<file path="config.mk">
export PLATFORM = sky130hd
export DESIGN_NAME = reg_scoreboard
export DESIGN_NICKNAME = d
export VERILOG_FILES = /design/src/rtl/reg_scoreboard.sv
export SDC_FILE = /design/constraint.sdc
export NUM_CORES = 1
export LEC_CHECK = 0
export CORE_MARGIN = 10
export CORE_UTILIZATION = 45
export CTS_CLUSTER_DIAMETER = 80
export DETAILED_ROUTE_END_ITERATION = 16
export MAX_ROUTING_LAYER = met4
export PLACE_DENSITY = 0.78
export RECOVER_POWER = 100
export SKIP_LAST_GASP = 1
export SLEW_MARGIN = 20
export SYNTH_ARGS = -nofsm -noshare
export SYNTH_HDL_FRONTEND = slang
export SYNTH_SLANG_ARGS = --single-unit
</file>
<file path="constraint.sdc">
create_clock -name clk -period 4.41 [get_ports clk]
set_input_delay 0.6615 -clock clk [delete_from_list [all_inputs] [get_ports clk]]
set_output_delay 0.6615 -clock clk [all_outputs]
set_load 0.01 [all_outputs]
</file>
<file path="src/rtl/reg_scoreboard.sv">
// reg_scoreboard: per-register pending-write counters plus a pending
// control-flow counter, producing the decode stall and issue-accept.
// Ports:
//   clk, rst_n              clock, async active-low reset
//   q_rs/q_rt, q_*_en       decode source-register query
//   iss_valid/wr/rd/ctl     decode issue request
//   wb_valid/wb_rd          writeback release
//   kill_valid/kill_rd      squash release
//   ctl_done                control-flow resolve
//   stall, iss_accept       decode hold / allocation performed
//   busy_vec, ctl_busy      nonzero-counter views of registered state
//   err                     sticky underflow flag
module reg_scoreboard #(
   parameter int NREG = 8,
   parameter int AW   = 3,
   parameter int CW   = 2,
   parameter int CTLW = 2
) (
   input  logic            clk,
   input  logic            rst_n,
   input  logic [AW-1:0]   q_rs,
   input  logic [AW-1:0]   q_rt,
   input  logic            q_rs_en,
   input  logic            q_rt_en,
   input  logic            iss_valid,
   input  logic            iss_wr,
   input  logic [AW-1:0]   iss_rd,
   input  logic            iss_ctl,
   input  logic            wb_valid,
   input  logic [AW-1:0]   wb_rd,
   input  logic            kill_valid,
   input  logic [AW-1:0]   kill_rd,
   input  logic            ctl_done,
   output logic            stall,
   output logic            iss_accept,
   output logic [NREG-1:0] busy_vec,
   output logic            ctl_busy,
   output logic            err
);

   localparam logic [CW-1:0]   CMAX = '1;
   localparam logic [CTLW-1:0] KMAX = '1;

   logic [CW-1:0]   count    [NREG];
   logic [CW-1:0]   count_nx [NREG];
   logic [CTLW-1:0] ctl_cnt;
   logic [CTLW-1:0] ctl_nx;
   logic [NREG-1:0] uflow;
   logic            ctl_uflow;
   logic [CW:0]     up;
   logic [CW:0]     dn;
   logic [CTLW:0]   cup;
   logic [CTLW:0]   cdn;

   always_comb begin
      busy_vec = '0;
      for (int i = 0; i < NREG; i++)
         busy_vec[i] = (count[i] != '0);
   end

   assign ctl_busy = (ctl_cnt != '0);

   // Only registered state feeds the stall, so a release takes effect
   // one cycle after it happens.
   assign stall = ctl_busy
                | (q_rs_en & busy_vec[q_rs])
                | (q_rt_en & busy_vec[q_rt])
                | (iss_valid & iss_wr & (count[iss_rd] == CMAX))
                | (iss_valid & iss_ctl & (ctl_cnt == KMAX));

   assign iss_accept = iss_valid & ~stall;

   always_comb begin
      uflow = '0;
      up    = '0;
      dn    = '0;
      for (int i = 0; i < NREG; i++) begin
         up = {1'b0, count[i]}
            + {{CW{1'b0}}, (iss_accept & iss_wr & (iss_rd == AW'(i)))};
         dn = {{CW{1'b0}}, (wb_valid & (wb_rd == AW'(i)))}
            + {{CW{1'b0}}, (kill_valid & (kill_rd == AW'(i)))};
         // Increment is blocked at max, so up never exceeds CW bits.
         if (up < dn) begin
            uflow[i]    = 1'b1;
            count_nx[i] = '0;
         end else begin
            count_nx[i] = CW'(up - dn);
         end
      end
   end

   always_comb begin
      cup       = {1'b0, ctl_cnt} + {{CTLW{1'b0}}, (iss_accept & iss_ctl)};
      cdn       = {{CTLW{1'b0}}, ctl_done};
      ctl_uflow = (cup < cdn);
      ctl_nx    = ctl_uflow ? '0 : CTLW'(cup - cdn);
   end

   always_ff @(posedge clk or negedge rst_n) begin
      if (!rst_n) begin
         for (int i = 0; i < NREG; i++)
            count[i] <= '0;
         ctl_cnt <= '0;
         err     <= 1'b0;
      end else begin
         for (int i = 0; i < NREG; i++)
            count[i] <= count_nx[i];
         ctl_cnt <= ctl_nx;
         err     <= err | (|uflow) | ctl_uflow;
      end
   end

endmodule

</file>
## Word-level counts from Yosys, hierarchy flattened

Index checks and enable logic that the tools add are counted.

| word-level totals | value |
|---|---|
| register bits | 19 |
| latch bits | 0 |
| memory bits (writable) | 0 |
| memory bits (read-only) | 0 |
| input bits | 25 |
| output and inout bits | 12 |
| word-level logic and storage cells | 149 |
| memories | 0 |

| cells by class | value |
|---|---|
| $add $sub $neg | 26 |
| multiply operators | 0 |
| divide/modulo/power cells | 0 |
| order comparisons | 12 |
| equal/unequal tests | 23 |
| shift operators | 0 |
| muxes and demuxes | 24 |
| bitwise logic cells | 41 |
| reductions and logical operators | 13 |

Operator list:

| cell | count |
|---|---|
| equality test 3 bit, second input constant | 12 |
| bitwise AND 1 bit | 33 |
| adder 2 x 1 -> 3 bit | 9 |
| less-than comparator 3 x 2 -> 1 bit | 8 |
| 2-to-1 mux 2 bit | 11 |
| equality test 3 x 2 -> 1 bit, second input constant | 6 |
| nonzero test 2 bit | 9 |
| adder 1 x 1 -> 2 bit | 8 |
| subtractor 2 bit | 8 |
| 2-to-1 mux 1 bit | 10 |
| equality test 3 x 1 -> 1 bit, second input constant | 3 |
| zero test 3 bit | 3 |
| less-than comparator 3 x 4 -> 1 bit, second input constant | 2 |
| OR reduction 8 bit | 1 |
| binary-select mux 1 bit (select 3 bit) | 2 |
| binary-select mux 2 bit (select 3 bit) | 1 |
| OR 1 bit | 6 |
| equality test 2 bit, second input constant | 2 |
| greater-or-equal comparator 4 bit, second input constant | 1 |
| inverter 3 -> 4 bit | 1 |
| less-than comparator 3 x 1 -> 1 bit | 1 |
| subtractor 2 x 1 -> 2 bit | 1 |
| inverter 1 bit | 1 |

## Logic depth before layout (Yosys ltp)

| depth | value |
|---|---|
| depth after elaboration | 18 |
| depth in mapped cells | 12 |
| depth with buffers taken out | 11 |

## Worst setup path after synthesis

No wires, ideal clock.

| path | value |
|---|---|
| path kind | in2reg |
| start point | input port q_rt[1] |
| end point | register err |
| library setup time | 0.141 ns |
| arrival time | 3.216 ns |
| required time | 4.269 ns |
| setup slack | 1.053 ns |
| stages on the path | 11 |
| buffers on the path | 0 |
| cell sequence | nor4b_1 or4b_1 o211ai_1 nor4_1 ha_1 inv_1 fa_1 o31ai_1 nand4_1 a2111oi_0 nand4_1 |

| on the way | value |
|---|---|
| cells in the longest elaborated chain, start to end | 16 |
| elaborated cells between the ends (all ways) | 47 |
| classes of those cells | add/sub: 9; order compare: 9; mux: 10; bitwise: 18; reduce/logical: 1 |

Ends and longest elaborated chain:

| what | RTL line | text |
|---|---|---|
| start: declaration | 22 | `input logic [AW-1:0] q_rt,` |
| binary-select mux 1 bit (select 3 bit) * | 67 | `\| (q_rt_en & busy_vec[q_rt])` |
| 2-to-1 mux 1 bit (implied by the code) * | 67 |  |
| bitwise AND 1 bit * | 67 |  |
| OR 1 bit * | 67 |  |
| OR 1 bit * | 68 | `\| (iss_valid & iss_wr & (count[iss_rd] == CMAX))` |
| OR 1 bit * | 69 | `\| (iss_valid & iss_ctl & (ctl_cnt == KMAX));` |
| inverter 1 bit * | 71 | `assign iss_accept = iss_valid & ~stall;` |
| bitwise AND 1 bit * | 71 |  |
| bitwise AND 1 bit (2 in a row) | 79 | `+ {{CW{1'b0}}, (iss_accept & iss_wr & (iss_rd == AW'(i)))};` |
| adder 2 x 1 -> 3 bit | 79 |  |
| less-than comparator 3 x 2 -> 1 bit | 83 | `if (up < dn) begin` |
| 2-to-1 mux 1 bit | 83 |  |
| OR reduction 8 bit | 109 | `err <= err \| (\|uflow) \| ctl_uflow;` |
| OR 1 bit | 109 |  |
| OR 1 bit * | 109 |  |
| end signal: assignment | 109 |  |
| end: declaration | 38 | `output logic err` |

Every way passes the cells marked *; elsewhere a longest branch is shown, timed or not. The select of a mux whose other input is x is not followed.

## Worst setup path after layout

Same ends and word-level chain as after synthesis.

==> impl_metrics.py <==
metrics = {
    "outcome": {
        "outcome": "finished, final reports clean",
    },
    "detailed_routing": {
        "highest_layer": "met4",
        "drc": 0,
        "vias": 1822,
        "postRouteAntennaNets": 0,
        "detail_route.wl_per_cell_um": 16.2,
        "viasPerCell": 5.73,
        "drt-met1-wl_um": 2430,
        "wl_um": 5140,
        "routed-wl-met2_um": 2250,
        "first_pass_iters": 4,
        "drtIter0Drc": 129,
        "wl_met3_um": 375,
    },
    "yosys": {
        "synth_fp_nets": 296,
        "synth_mux_area_frac": 0.00540,
        "synth-async-reset-ratio": 1.00,
        "syn-cell-area_um2": 2090,
        "syn_area_per_cell_um2": 9.15,
        "synth_top_family_by_area": "simple AND/OR/NAND/NOR gates",
        "ys_seq_area_frac": 0.228,
        "synth_adder_area_share": 0.287,
        "synth_cells": 228,
        "synth-xor-area-share": 0.0336,
        "synth_cell_type_count": 43,
        "synthSimpleGateAreaFrac": 0.305,
        "synth_ff_type": "dfrtp_1",
        "synth_edf_count": 0,
        "ys_seq_elements": 19,
        "synth_warnings": 0,
        "synth-compound-area-share": 0.0792,
    },
    "floorplanning": {
        "dieWidth_um": 88.1,
        "io_pins": 37,
        "die_h_um": 88.1,
        "dieArea_um2": 7760,
        "core_um2": 4410,
        "initial_core_util": 0.473,
        "rows": 24,
    },
    "place": {
        "place_congestion": 0.907,
        "dp_cells": 314,
        "portBuffers": 36,
        "hpwl_um": 4270,
    },
    "clocking": {
        "numCtsBuffers": 3,
        "cts.sinks": 19,
        "insertion_delay_ns": 0.26,
        "clock-root-buffer": "clkbuf_8",
        "clk_pin_slew_worst_paths_ns": 0.08,
        "clockBufferDepth": 2,
        "h-tree-depth": 1,
        "post_cts_buffers": 0,
        "cts_tree": "yes",
        "postCtsHoldBufs": 0,
        "cts-resized-gates": 0,
    },
    "critical_path": {
        "r2r-start": "count[11]",
        "start_kind": "primary input",
        "reg2reg_depth": 11,
        "rr_endpoint": "err",
        "worst_ep_required_time_ns": 4.54,
        "critPathMaxFanout": 7,
        "arrival_ns": 4.21,
        "worstSetupEndpointType": "flip-flop",
        "criticalPathCategory": "in2reg",
        "r2r_slack_ns": 0.84,
    },
    "final_layout": {
        "diodes": 0,
        "nets": 335,
        "nFillCells": 399,
        "drive_gt1_frac": 0.0865,
        "area_growth_pct": 22.4,
        "final_cells": 318,
    },
    "sta": {
        "rsz0062_at_grt": "no",
        "fmax_mhz": 245,
        "fin_crit_sh": 0.925,
        "worst_pin_slew_ns": 0.862,
        "finClkSkew_ns": 0.00672,
        "drv_slew": 0,
        "relSlewSlack": 0.423,
        "finalSetupViolCount": 0,
        "hold_viol_final": 0,
        "setup_tns_ns": 0,
        "post-route-min-period_ns": 4.08,
    },
    "worst_hold_path": {
        "worstHoldStart": "err",
        "hold_depth": 2,
        "worstHoldEndpoint": "err",
        "hold_path_class": "reg2reg",
    },
    "global_routing": {
        "antenna_found_initial": 0,
        "grt_pass1_wl_um": 8860,
        "grt_max_degree": 20,
        "first_global_vias": 1888,
        "grt_use_total": 0.146,
        "grt.overflow.total": 0,
    },
    "power": {
        "powerDensity_nw_per_um2": 313,
        "power.total_uw": 798,
        "peakVddDrop_uv": 167,
        "cellLeakagePower_nw": 1.14,
    },
    "run": {
        "drv_cap": 0,
    },
}
## registers in the layout (all words and copies together), names as in the netlist
signal	count
ctl_cnt	2
err	1
count	16
## synthesized netlist by cell type (2+ instances only)
| cell type | count | share of area |
|---|---|---|
| ha_1 | 35 | 0.21 |
| inv_1 | 27 | 0.049 |
| nor2_1 | 23 | 0.041 |
| dfrtp_1 | 19 | 0.23 |
| nor4_1 | 15 | 0.045 |
| nor3_1 | 10 | 0.024 |
| or2_2 | 10 | 0.030 |
| nand2_1 | 9 | 0.016 |
| fa_1 | 8 | 0.077 |
| xnor2_1 | 8 | 0.034 |
| nand2b_1 | 7 | 0.021 |
| nor2b_1 | 7 | 0.021 |
| o31ai_1 | 7 | 0.025 |
| nor3b_1 | 4 | 0.014 |
| nor4b_1 | 4 | 0.017 |
| nand4_1 | 3 | 0.0090 |
| o21ai_0 | 3 | 0.0072 |
| nand4b_1 | 2 | 0.0084 |
| o211ai_1 | 2 | 0.0072 |
| or4b_1 | 2 | 0.0096 |
## critical path, cell delays in order
cell	delay [ns]
clkdlybuf4s50_1	0.52
nor4b_1	0.20
or4b_1	0.57
o211ai_1	0.39
nor4_1	0.12
ha_1	0.22
inv_1	0.08
fa_1	0.44
o31ai_1	0.34
nand4_1	0.15
a2111oi_0	0.38
nand4_1	0.13
## through the flow
stage               utilization  setup slack (ns)  area, µm²  hold WS, ns
floorplan                     -              1.05       2090        0.366
CTS                       0.577             0.313       2550        0.551
detailed placement        0.566            0.0363       2500        0.531
global placement          0.566             0.126       2500        0.519
finish                    0.579             0.329       2550        0.546
global route              0.579            0.0260       2550        0.579
## cell type report
type,instances,area (µm²),area share
clock inverter,1,7.51,0.00294
inverter,27,101,0.0397
timing repair buffer,38,375,0.147
multi-input combinational,178,1490,0.583
clock buffer,3,41.3,0.0162
tap,52,65.1,0.0255
sequential,19,475,0.186
## placed cells by master (no fill, tap or decap), types with 2 or more instances in the layout
cell	synthesis	layout
or2_2	10	10
nand2_1	9	9
o21ai_0	3	3
dlygate4sd3_1	0	13
fa_1	8	8
xnor2_1	8	8
or4b_1	2	2
dfrtp_1	19	19
ha_1	35	35
o211ai_1	2	2
nor3_1	10	10
nor2_1	23	23
nor4b_1	4	4
clkbuf_8	0	3
inv_1	27	27
nand4_1	3	3
nor3b_1	4	4
buf_4	1	2
nor2b_1	7	7
nand2b_1	7	7
nor4_1	15	14
o31ai_1	7	7
nand4b_1	2	2
clkdlybuf4s50_1	0	23
## how the worst max path moves through the flow
stage,cells after the start,startpoint,slack [ns],to
after floorplan,11,q_rt[1],1.05,err
after detailed placement,12,iss_rd[0],0.04,err
after global placement,12,iss_rd[0],0.13,err
final,12,q_rt[1],0.33,err
after CTS,12,q_rs[0],0.31,err
after global routing,12,q_rt[1],0.03,err
## layer usage
| metal | global-route usage | vias up |
|---|---|---|
| li1 | - | 891 |
| met1 | 0.187 | 852 |
| met2 | 0.224 | 69 |
| met3 | 0.0288 | 10 |
| met4 | 0.0456 | 0 |
| met5 | - | - |
## kinds of logic (layout without fill, tap and decap cells)
| kind of cell | count (synthesis) | after routing |
|---|---|---|
| adder cells (fa/ha/maj) | 43 | 43 |
| multiplexers | 1 | 1 |
| flip-flops | 19 | 19 |
| buffers and inverters | 31 | 69 |
| XOR/XNOR | 8 | 8 |
| AND/OR/NAND/NOR | 106 | 106 |
| AO/OA/AOI/OAI | 20 | 20 |
## where the power goes
| group | switching [mW] | internal, mW |
|---|---|---|
| Sequential | 0.0627 | 0.217 |
| Combinational | 0.187 | 0.207 |
| Clock | 0.0607 | 0.0637 |
No activity file was read; power rests on OpenSTA's default activity.
